### src/rtl/mul16_seq_if.sv
// Operand/result bundle between mul16_seq and its requester.
// The ovf signal exists only when MUL16_OVF_EN is defined.
interface mul16_seq_if;
  logic        start;
  logic [15:0] a;
  logic [15:0] b;
  logic        busy;
  logic        done;
  logic [31:0] product;
`ifdef MUL16_OVF_EN
  logic        ovf;

  modport master (
    output start, a, b,
    input  busy, done, product, ovf
  );
  modport slave (
    input  start, a, b,
    output busy, done, product, ovf
  );
`else
  modport master (
    output start, a, b,
    input  busy, done, product
  );
  modport slave (
    input  start, a, b,
    output busy, done, product
  );
`endif
endinterface

### src/rtl/mul16_seq.sv
// 16x16 unsigned shift-and-add multiplier around one cla16 adder.
// Define MUL16_OVF_EN to add the registered ovf (product > 16 bits) flag.
module cla16 (
  input  logic [15:0] a,
  input  logic [15:0] b,
  input  logic        cin,
  output logic [15:0] s,
  output logic        cout
);
  logic [15:0] g;
  logic [15:0] p;
  logic [16:0] c;
  logic [3:0]  gg;
  logic [3:0]  gp;

  assign g = a & b;
  assign p = a ^ b;

  // Four 4-bit lookahead groups chained by group generate/propagate.
  always_comb begin
    c = '0;
    gg = '0;
    gp = '0;
    c[0] = cin;
    for (int i = 0; i < 4; i++) begin
      c[4*i+1] = g[4*i] | (p[4*i] & c[4*i]);
      c[4*i+2] = g[4*i+1]
               | (p[4*i+1] & g[4*i])
               | (p[4*i+1] & p[4*i] & c[4*i]);
      c[4*i+3] = g[4*i+2]
               | (p[4*i+2] & g[4*i+1])
               | (p[4*i+2] & p[4*i+1] & g[4*i])
               | (p[4*i+2] & p[4*i+1] & p[4*i] & c[4*i]);
      gg[i] = g[4*i+3]
            | (p[4*i+3] & g[4*i+2])
            | (p[4*i+3] & p[4*i+2] & g[4*i+1])
            | (p[4*i+3] & p[4*i+2] & p[4*i+1] & g[4*i]);
      gp[i] = &p[4*i +: 4];
      c[4*i+4] = gg[i] | (gp[i] & c[4*i]);
    end
  end

  assign s    = p ^ c[15:0];
  assign cout = c[16];
endmodule

module mul16_seq (
  input  logic        clk,
  input  logic        rst,
  mul16_seq_if.slave  bus
);
  localparam logic [1:0] IDLE = 2'd0;
  localparam logic [1:0] RUN  = 2'd1;
  localparam logic [1:0] DONE = 2'd2;

  logic [1:0]  state;
  logic [15:0] mcand;
  logic [15:0] acc;
  logic [15:0] mq;
  logic [4:0]  cnt;
  logic [31:0] product;
  logic        done_q;
  logic [15:0] add_b;
  logic [15:0] sum;
  logic        cout;
  logic        last;

  assign add_b = mq[0] ? mcand : 16'h0000;
  assign last  = (state == RUN) && (cnt == 5'd15);

  cla16 u_add (
    .a    (acc),
    .b    (add_b),
    .cin  (1'b0),
    .s    (sum),
    .cout (cout)
  );

  always_ff @(posedge clk or posedge rst) begin
    if (rst) begin
      state   <= IDLE;
      mcand   <= '0;
      acc     <= '0;
      mq      <= '0;
      cnt     <= '0;
      product <= '0;
      done_q  <= 1'b0;
    end else begin
      done_q <= last;
      case (state)
        IDLE, DONE: begin
          if (bus.start) begin
            mcand <= bus.a;
            mq    <= bus.b;
            acc   <= '0;
            cnt   <= '0;
            state <= RUN;
          end else begin
            state <= IDLE;
          end
        end
        RUN: begin
          acc <= {cout, sum[15:1]};
          mq  <= {sum[0], mq[15:1]};
          cnt <= cnt + 5'd1;
          if (last) begin
            product <= {cout, sum[15:1], sum[0], mq[15:1]};
            state   <= DONE;
          end
        end
        default: state <= IDLE;
      endcase
    end
  end

`ifdef MUL16_OVF_EN
  logic ovf;

  always_ff @(posedge clk or posedge rst) begin
    if (rst)
      ovf <= 1'b0;
    else if (last)
      ovf <= |{cout, sum[15:1]};
  end

  assign bus.ovf = ovf;
`endif

  assign bus.busy    = (state == RUN);
  assign bus.done    = done_q;
  assign bus.product = product;
endmodule

### src/flat_wrapper.sv
// flat-port wrapper written by rule: the top's interface ports become plain ports
module mul16_seq_flat 
  (clk, rst, bus_start, bus_a, bus_b, bus_busy, bus_done, bus_product);
  mul16_seq_if bus_i ();
  input  logic clk;
  input  logic rst;
  input wire logic [$bits(bus_i.start)-1:0] bus_start;
  input wire logic [$bits(bus_i.a)-1:0] bus_a;
  input wire logic [$bits(bus_i.b)-1:0] bus_b;
  output wire logic [$bits(bus_i.busy)-1:0] bus_busy;
  output wire logic [$bits(bus_i.done)-1:0] bus_done;
  output wire logic [$bits(bus_i.product)-1:0] bus_product;
  assign bus_i.start = bus_start;
  assign bus_i.a = bus_a;
  assign bus_i.b = bus_b;
  assign bus_busy = bus_i.busy;
  assign bus_done = bus_i.done;
  assign bus_product = bus_i.product;
  mul16_seq u_core (.clk(clk), .rst(rst), .bus(bus_i));
endmodule
### config.mk
export PLATFORM = sky130hd
export DESIGN_NAME = mul16_seq_flat
export DESIGN_NICKNAME = d
export VERILOG_FILES = /design/src/rtl/mul16_seq_if.sv /design/src/rtl/mul16_seq.sv /design/src/flat_wrapper.sv
export SDC_FILE = /design/constraint.sdc
export NUM_CORES = 1
export LEC_CHECK = 0
export BUFFER_PORTS_ARGS = -buffer_cell sky130_fd_sc_hd__buf_2
export CORE_AREA = 5 5 102 104
export DETAILED_ROUTE_END_ITERATION = 10
export DIE_AREA = 0 0 107 109
export PLACE_DENSITY = 0.77
export SLEW_MARGIN = 20
export SYNTH_ARGS = -nofsm -noshare
export SYNTH_HDL_FRONTEND = slang
export SYNTH_SLANG_ARGS = --single-unit
### constraint.sdc
create_clock -name clk -period 2.4 [get_ports clk]
set_input_delay 0.12 -clock clk [delete_from_list [all_inputs] [get_ports clk]]
set_output_delay 0.12 -clock clk [all_outputs]
set_load 0.1 [all_outputs]
## After elaboration in Yosys (flattened, before gate mapping)

Index checks and enable logic that the tools add are counted.

- Register bits: 88

- $add $sub $neg: 1
- Equal/unequal tests: 5
- Muxes and demuxes: 10
- Bitwise logic cells: 93
- Reduce and logical (&&, ||, !) cells: 10

Operators by type and width:

| cell | count |
|---|---|
| $pmux W16 S2 | 2 |
| $and A1 B1 Y1 | 54 |
| $mux W16 | 3 |
| $or A1 B1 Y1 | 36 |
| $xor A16 B16 Y16 | 2 |
| $and A16 B16 Y16 | 1 |
| $reduce_and A4 Y1 | 3 |
| $pmux W5 S2 | 1 |
| $reduce_and A2 Y1 | 3 |
| $add A5 B1 Y5 const B | 1 |
| $eq A5 B4 Y1 const B | 1 |
| $mux W5 | 1 |
| $pmux W2 S2 | 1 |
| $eq A2 B1 Y1 const B | 1 |
| $eq A2 B2 Y1 const B | 1 |
| $logic_not A2 Y1 | 1 |
| $mux W2 | 1 |
| $ne A2 B1 Y1 const B | 1 |
| $ne A2 B2 Y1 const B | 1 |
| $reduce_bool A2 Y1 | 1 |
| $reduce_or A2 Y1 | 1 |
| $logic_and A1 B1 Y1 | 1 |
| $mux W1 | 1 |

## Longest topological paths before layout

Gate-level depths: netlist (run 1).

- Depth in word-level cells: 14
- Gate-level depth with buffers: 12
- Depth with buffers taken out: 11

## Hierarchy

A second synthesis (run 1) with hierarchy kept.

- Cells, all modules: 373
- Area, all modules: 4,336.7 um^2

By module, submodules not included:

| module | times used | cells each | area an instance (um^2) | sequential area each (um^2) |
|---|---|---|---|---|
| mul16_seq | 1 | 291 | 3,638.5 | 2,202.1 |
| cla16 | 1 | 82 | 698.2 | 0.0 |

## Worst setup path before layout (run 1)

Ideal clock, no wire load.

- Kind: reg-to-reg
- From: register u_core.mq[0]
- To: register u_core.product[27], in the netlist u_core.bus.product[27]
- Library setup time: 0.125 ns
- Arrival time: 2.512 ns
- Data required time: 2.275 ns
- Path slack: -0.237 ns
- Stages on the path, launching flop included: 12
- Path buffers: 1
- Period minus slack after synthesis: 2.637 ns
- Cells stage by stage: dfrtp_1 buf_1 nand2_1 inv_1 ha_1 a41oi_1 o21a_1 inv_1 a31oi_4 o31ai_1 fa_1 mux2_2

- Word-level cells in the longest chain between the ends: 11
- Elaborated cells between the ends (all ways): 34

Ends and longest elaborated chain:

| item | line | RTL |
|---|---|---|
| start: declaration | mul16_seq.sv:59 | `logic [15:0] mq;` |
| start signal: assignment | mul16_seq.sv:94 | `mq <= bus.b;` |
| start signal: assignment | mul16_seq.sv:104 | `mq <= {sum[0], mq[15:1]};` |
| $mux W16 * | mul16_seq.sv:68 | `assign add_b = mq[0] ? mcand : 16'h0000;` |
| $xor A16 B16 Y16 / $and A16 B16 Y16 (equally long branches) | mul16_seq.sv:17, mul16_seq.sv:16 |  |
| $and A1 B1 Y1, on equally long branches | mul16_seq.sv:35, mul16_seq.sv:36, mul16_seq.sv:37 |  |
| $or A1 B1 Y1, or another cell as far along | mul16_seq.sv:35 | `\| (p[4*i+3] & g[4*i+2])` |
| $or A1 B1 Y1 / $and A1 B1 Y1 (equally long branches) | mul16_seq.sv:36, mul16_seq.sv:37 |  |
| $or A1 B1 Y1 | mul16_seq.sv:37 | `\| (p[4*i+3] & p[4*i+2] & p[4*i+1] & g[4*i]);` |
| $and A1 B1 Y1 | mul16_seq.sv:39 | `c[4*i+4] = gg[i] \| (gp[i] & c[4*i]);` |
| $or A1 B1 Y1 | mul16_seq.sv:39 |  |
| $and A1 B1 Y1 | mul16_seq.sv:39 |  |
| $or A1 B1 Y1 | mul16_seq.sv:39 |  |
| $xor A16 B16 Y16 * | mul16_seq.sv:43 | `assign s = p ^ c[15:0];` |
| net u_core.sum[12] | mul16_seq.sv:64 | `logic [15:0] sum;` |
| end signal: assignment | mul16_seq.sv:107 | `product <= {cout, sum[15:1], sum[0], mq[15:1]};` |
| end: declaration | mul16_seq.sv:61 | `logic [31:0] product;` |

Mark *: on every way through the listed nets, which the timed path passes. The rest lies on a longest branch.
A chain may end at the register's enable or synchronous reset.

## Worst setup path in the final report (run 1)

- From: register u_core.mq[0]
- To: register u_core.acc[7]

- Word-level cells in the longest chain between the ends: 10
- Elaborated cells between the ends (all ways): 24

Ends and longest elaborated chain:

| item | line | RTL |
|---|---|---|
| $mux W16 * | mul16_seq.sv:68 |  |
| $xor A16 B16 Y16 / $and A16 B16 Y16 (equally long branches) | mul16_seq.sv:17, mul16_seq.sv:16 |  |
| $and A1 B1 Y1, on equally long branches | mul16_seq.sv:35, mul16_seq.sv:36, mul16_seq.sv:37 |  |
| $or A1 B1 Y1, or another cell as far along | mul16_seq.sv:35 |  |
| $or A1 B1 Y1 / $and A1 B1 Y1 (equally long branches) | mul16_seq.sv:36, mul16_seq.sv:37 |  |
| $or A1 B1 Y1 | mul16_seq.sv:37 |  |
| $and A1 B1 Y1 | mul16_seq.sv:39 |  |
| $or A1 B1 Y1 | mul16_seq.sv:39 |  |
| $xor A16 B16 Y16 * | mul16_seq.sv:43 |  |
| $pmux W16 S2 * | mul16_seq.sv:90 | `case (state)` |
| end signal: assignment | mul16_seq.sv:103 | `acc <= {cout, sum[15:1]};` |
| end: declaration | mul16_seq.sv:58 | `logic [15:0] acc;` |

Every way passes the cells marked *; elsewhere a longest branch is shown, timed or not.

==> results of run 1 <==
## synthesized netlist by cell type, types with 2 or more instances
library cell  count
nand4_1           2
nand2_1         116
a22oi_1          16
a22o_1            3
nand3_1           2
o21ai_1           2
dfrtp_1          88
buf_2             2
nor2_1            7
a21o_1            2
nand2b_1          2
xnor2_1           6
buf_1             2
fa_1              4
o21a_1            2
xor2_1            3
o21ai_0          30
a21oi_1          10
inv_1            15
o31ai_1           6
and2_1           15
ha_1             18
mux2_2           18
clkbuf_1         15
## layout by cell type, fill, tap and decap left out, types with 3 or more instances in the layout
cell / netlist / layout
clkinv_2: 0 / 3
o31ai_1: 6 / 5
inv_2: 0 / 3
xnor2_1: 6 / 3
inv_1: 15 / 11
buf_4: 0 / 30
a22o_1: 3 / 3
o21ai_1: 2 / 8
and2_1: 15 / 13
ha_4: 0 / 6
a22oi_1: 16 / 16
dfrtp_1: 88 / 87
a21oi_2: 0 / 4
a21oi_1: 10 / 6
mux2_2: 18 / 16
buf_6: 0 / 4
buf_2: 2 / 69
ha_1: 18 / 11
o21ai_0: 30 / 21
dlygate4sd3_1: 0 / 32
clkbuf_8: 0 / 10
nor2_1: 7 / 6
nand2_1: 116 / 113
xnor2_2: 0 / 3
## repair_timing
action                     in CTS  in global routing
pin swaps                      20                 22
setup endpoints to repair      22                 22
hold buffers                   32                  0
hold endpoints to repair       65                  0
resized for setup              31                 15
gates cloned                    0                  0
buffers inserted                7                  0
## state kept, by name, indices dropped and copies added (netlist names)
register,flops
u_core.bus.done,1
u_core.state,2
u_core.bus.product,32
u_core.mq,16
u_core.mcand,16
u_core.cnt,5
u_core.acc,16
## area by class of cell
type                       instances  area, sq um  area share
clock inverter                     6         42.5     0.00773
timing repair buffer             136          956       0.174
tap                              114          143      0.0259
clock buffer                      10          138      0.0250
sequential                        88         2200       0.400
inverter                          16         61.3      0.0111
multi-input combinational        277         1960       0.356
## worst max-delay path, delay by kind of cell (launching register included)
kind / cells / cell delay [ns]
DFF: 1 / 0.43
AOI/OAI and AO/OA: 4 / 0.75
buffers and inverters: 4 / 0.46
and+or+nand+nor: 1 / 0.15
adders and majority gates: 2 / 0.67
## how the worst max path moves through the flow
stage,from,endpoint,slack [ns],cells after the start
2_1_floorplan,rst,u_core.acc[0]$_DFFE_PP0P_,0.001,1
3_3_place_gp,u_core.mq[0]$_DFFE_PP0P_,u_core.bus.product[27]$_DFFE_PP0P_,-0.12,9
3_5_place_dp,u_core.mq[0]$_DFFE_PP0P_,u_core.bus.product[27]$_DFFE_PP0P_,-0.25,9
4_1_cts,u_core.mq[0]$_DFFE_PP0P_,u_core.bus.product[27]$_DFFE_PP0P_,-0.13,10
5_1_grt,u_core.mq[0]$_DFFE_PP0P_,u_core.acc[7]$_DFFE_PP0P_,-0.23,11
6_report,u_core.mq[0]$_DFFE_PP0P_,u_core.acc[7]$_DFFE_PP0P_,-0.15,11
## kinds of logic (layout without fill, tap and decap cells)
family / count (synthesis) / count (layout) / share of synthesized area
multiplexers: 18 / 18 / 0.0499
XOR/XNOR: 9 / 9 / 0.0194
AO/OA/AOI/OAI: 78 / 78 / 0.126
adder cells (fa/ha/maj): 22 / 22 / 0.0751
flip-flops: 88 / 88 / 0.542
AND/OR/NAND/NOR: 150 / 150 / 0.155
buffers and inverters: 35 / 168 / 0.0329
## per-layer routing
| metal | GRT usage | up-vias |
|---|---|---|
| met4 | 0.0868 | 0 |
| met2 | 0.305 | 86 |
| met5 | 0 | - |
| met3 | 0.0361 | 19 |
| met1 | 0.229 | 1659 |
| li1 | - | 1602 |
## metrics by stage
step,TNS (ns),instances,cell area (sq um),setup slack (ns)
floorplan,0,400,4120,0.00145
CTS,-0.659,647,5460,-0.125
detailed placement,-2.01,592,4750,-0.251
finish,-0.932,647,5500,-0.154
global route,-2.53,647,5500,-0.232
global placement,-0.658,592,4750,-0.123
==> flow_summary.json, run 1 <==
{
  "worst_hold_path.endpoint": "u_core.mq[0]$_DFFE_PP0P_",
  "htreeDepth": 3,
  "dp_hpwl_mm": 6.45,
  "yosys_warnings": 0,
  "antenna_found_initial": 0,
  "required_ns": 2.69,
  "synth_edf_count": 0,
  "finalSetupViolations": 11,
  "vias_per_cell": 5.20,
  "root_buffer": "clkbuf_8",
  "layout-drive-gt1-share": 0.336,
  "grtUsageTotal": 0.182,
  "endpoint_kind": "flip-flop",
  "antenna_cells": 0,
  "hold_class": "in -> reg",
  "start_util": 0.430,
  "nNetsFinal": 585,
  "insertion_delay_ns": 0.37,
  "worst_r2r_path_depth": 11,
  "clockBufferDepth": 2,
  "clkSlewWorstSetupHoldPaths_ns": 0.09,
  "synthTopCellsByArea": "dfrtp_1 (54%), nand2_1 (11%), ha_1 (5.5%)",
  "finalWeightedCongestion": 0.844,
  "worstPathMaxFanout": 5,
  "fmax_mhz": 392,
  "dieArea_sq_mm": 0.0117,
  "final_util": 0.582,
  "route.met2.wl_mm": 5.18,
  "setup.worst_path.class": "reg -> reg",
  "fillers": 757,
  "ant_nets": 0,
  "slew_headroom": 0.482,
  "grt_pass1_vias": 3541,
  "synth_top_cell_area_share": 0.542,
  "period_share": 1.06,
  "max_cap_viol_count": 0,
  "die_x_um": 107,
  "rsz0062_at_grt": "yes",
  "numClockSinks": 88,
  "drc": 0,
  "violations": "setup timing",
  "drt_iter0_drc": 207,
  "portBuffers": 68,
  "row_count": 36,
  "yosys_most_used_dff": "dfrtp_1",
  "syn2layout_area_growth_pct": 35.4,
  "grt_first_pass_wirelength_mm": 16.9,
  "drv_slew": 0,
  "cp_slowest_cell": "fa_2",
  "reg2reg_to": "u_core.acc[7]$_DFFE_PP0P_",
  "start_kind": "flip-flop",
  "routed_wl_mm": 10.2,
  "coreArea_sq_mm": 0.00946,
  "hold_start": "bus_b[0]",
  "synth_cell_types": 38,
  "fp.dieH_um": 109,
  "syn_area_per_cell_sq_um": 10.2,
  "layout_setup_ws_ns": -0.154,
  "syn_area_sq_mm": 0.00406,
  "finClkSkew_ns": 0.00734,
  "cts_buffers": 9,
  "crit_path_frequent_cell": "buf_6",
  "synth_cells": 400,
  "cp.arrival_ns": 2.85,
  "finalHoldViolCount": 0,
  "synth-async-reset-ratio": 1.00,
  "highest_layer": "met4",
  "cts_tree": "built",
  "met1_length_mm": 4.31,
  "grt_overflow": 0,
  "routed-wl-met3_um": 447,
  "critPathMaxStageDelay_ns": 0.45,
  "min_period_ns": 2.55,
  "ioPinCount": 69,
  "ys_seq_area_frac": 0.542,
  "outcome": "complete, but fails checks",
  "cp_cell_sequence": "buf_6 > and2_4 > ha_4 > a41oi_2 > o21a_1 > inv_2 > a31oi_4 > buf_6 > buf_4 > fa_2 > o21ai_2",
  "hold_ws_ns": 0.0171,
  "r2r_start": "u_core.mq[0]$_DFFE_PP0P_",
  "ys_seq_elements": 88,
  "worst_slew_pin_slew_ns": 0.776,
  "syn-num-nets": 457,
  "grt_max_degree": 55,
  "via_count": 3366,
  "wl_per_cell_um": 15.8,
  "yosysTopAreaCell": "dfrtp_1",
  "r2r_slack_ns": -0.15,
  "drt-pass1-iter-count": 5,
  "holdPathStages": 3
}
Power of run 1 is not shown: default switching activity piles up to over one toggle a cycle in this logic, so the estimate is an artifact.
==> inputs of run 2 (changes only) <==
--- a/config.mk
+++ b/config.mk
@@ -6,10 +6,10 @@
 export NUM_CORES = 1
 export LEC_CHECK = 0
 export BUFFER_PORTS_ARGS = -buffer_cell sky130_fd_sc_hd__buf_2
-export CORE_AREA = 5 5 102 104
+export CORE_AREA = 5 5 97 99
 export DETAILED_ROUTE_END_ITERATION = 10
-export DIE_AREA = 0 0 107 109
-export PLACE_DENSITY = 0.77
+export DIE_AREA = 0 0 102 104
+export PLACE_DENSITY = 0.83
 export SLEW_MARGIN = 20
 export SYNTH_ARGS = -nofsm -noshare
 export SYNTH_HDL_FRONTEND = slang
==> run 2 against run 1 <==
The run still ends with setup timing left. Hold slack worse by 0.0023 ns. First-iteration DRC count shrank 27%. Utilization rose by 7.5 points. Register-to-register slack better by 0.04 ns. Sequential share of layout area shrank 0.40 points. Routed wire length rose by 4.4%. Non-clock buffer count increased by 2. Die area is 9.0% lower. Largest cell class unchanged.
==> flow_summary.json, run 2 (same netlist as run 1, synthesis figures left out) <==
{
  "top_register": "u_core.bus.product",
  "outcome": "complete, but fails checks",
  "violations": "setup timing",
  "fillers": 630,
  "hold_start": "bus_b[0]",
  "grt_pass1_vias": 3687,
  "endpoint_kind": "flip-flop",
  "most-common-layout-cells": "nand2_1 (112), dfrtp_1 (87), buf_2 (68), dlygate4sd3_1 (32), buf_4 (32)",
  "row_count": 34,
  "dieArea_sq_mm": 0.0106,
  "slew_headroom": 0.458,
  "cts_buffers": 9,
  "max_cap_viol_count": 0,
  "drv_slew": 0,
  "layout-drive-gt1-share": 0.348,
  "root_buffer": "clkbuf_8",
  "grtUsageTotal": 0.204,
  "period_share": 1.05,
  "rsz0062_at_grt": "yes",
  "cts_tree": "built",
  "nNetsFinal": 587,
  "setup.worst_path.class": "reg -> reg",
  "coreArea_sq_mm": 0.00847,
  "largest_reg_flops": 32,
  "layout_setup_ws_ns": -0.117,
  "grt_max_degree": 42,
  "ant_nets": 0,
  "fmax_mhz": 397,
  "cp.arrival_ns": 2.78,
  "r2r_slack_ns": -0.12,
  "syn2layout_area_growth_pct": 36.8,
  "fp.dieH_um": 104,
  "worst_slew_pin_slew_ns": 0.813,
  "min_period_ns": 2.52,
  "grt_overflow": 0,
  "insertion_delay_ns": 0.37,
  "finalHoldViolCount": 0,
  "vias_per_cell": 5.32,
  "antenna_found_initial": 0,
  "start_kind": "flip-flop",
  "drt-pass1-iter-count": 5,
  "htreeDepth": 3,
  "r2r_start": "u_core.mq[0]$_DFFE_PP0P_",
  "hold_class": "in -> reg",
  "reg2reg_to": "u_core.bus.product[27]$_DFFE_PP0P_",
  "wl_per_cell_um": 16.5,
  "die_x_um": 102,
  "finClkSkew_ns": 0.0108,
  "critPathCapture": "u_core.bus.product[27]$_DFFE_PP0P_",
  "clkSlewWorstSetupHoldPaths_ns": 0.10,
  "drt_iter0_drc": 151,
  "final_util": 0.657,
  "grt_first_pass_wirelength_mm": 17.4,
  "antenna_cells": 0,
  "critPathLaunch": "u_core.mq[0]$_DFFE_PP0P_",
  "clockBufferDepth": 2,
  "required_ns": 2.66,
  "drc": 0,
  "hold_ws_ns": 0.0149,
  "finalSetupViolations": 7,
  "numClockSinks": 88,
  "final_common_cell": "nand2_1",
  "dp_hpwl_mm": 6.79,
  "finalWeightedCongestion": 0.924,
  "portBuffers": 68,
  "worst_r2r_path_depth": 9,
  "worstPathMaxFanout": 6,
  "routed_wl_mm": 10.6,
  "via_count": 3421,
  "ioPinCount": 69,
  "start_util": 0.480
}
[run 2: changes by cell type in the layout (fill, tap and decap cells not counted), sizes merged]
cell / previous run / this run
buf: 104 / 106
clkbuf: 10 / 9
inv: 16 / 18
clkinv: 4 / 3
[run 2: metal layers]
layer / up-vias / GRT usage / routed length, um
met2: 115 / 0.337 / 5380
met3: 24 / 0.0557 / 734
li1: 1606 / - / -
met4: 0 / 0.0731 / 188
met5: - / 0 / 0
met1: 1676 / 0.255 / 4340
[run 2: area by class of cell]
| class | instances | area, sq um | area share |
|---|---|---|---|
| clock buffers | 9 | 124 | 0.0223 |
| multi-input cells | 277 | 1990 | 0.357 |
| flip-flops and latches | 88 | 2200 | 0.396 |
| well taps | 108 | 135 | 0.0243 |
| repair buffers | 138 | 986 | 0.177 |
| clock inverters | 7 | 61.3 | 0.0110 |
| inverters | 16 | 61.3 | 0.0110 |
[run 2: repair_timing]
action / in CTS / in global routing
gates resized for setup: 24 / 26
gates cloned: 0 / 0
hold buffers: 32 / 0
pin swaps: 18 / 21
endpoints found under the hold margin: 70 / 0
setup buffers: 3 / 3
endpoints found under the setup margin: 18 / 22
[run 2: worst max-delay path, cell delays in order (launching register included)]
cell	delay [ns]
dfrtp_2	0.47
buf_6	0.15
and2_1	0.15
ha_1	0.31
nand2_2	0.08
o21ai_2	0.22
a31oi_4	0.07
o31ai_4	0.20
fa_2	0.49
mux2_4	0.27
[run 2: worst min-delay path by stage]
stage / to / cells after the start
after CTS: u_core.mq[0]$_DFFE_PP0P_ / 3
after floorplan: u_core.mcand[0]$_DFFE_PP0P_ / 2
final: u_core.mq[0]$_DFFE_PP0P_ / 3
after global routing: u_core.mq[0]$_DFFE_PP0P_ / 3
after global placement: u_core.bus.product[17]$_DFFE_PP0P_ / 2
after detailed placement: u_core.bus.product[17]$_DFFE_PP0P_ / 2
[run 2: through the flow]
stage | TNS (ns) | std cells | instance area, sq um | setup slack (ns)
6_report | -0.463 | 643 | 5560 | -0.117
5_1_grt | -1.78 | 643 | 5560 | -0.214
4_1_cts | -0.296 | 640 | 5440 | -0.0822
3_5_place_dp | -1.74 | 589 | 4780 | -0.170
3_3_place_gp | -0.306 | 589 | 4780 | -0.0734
2_1_floorplan | 0 | 400 | 4120 | 0.00145
Power of run 2 is left out for the same reason.
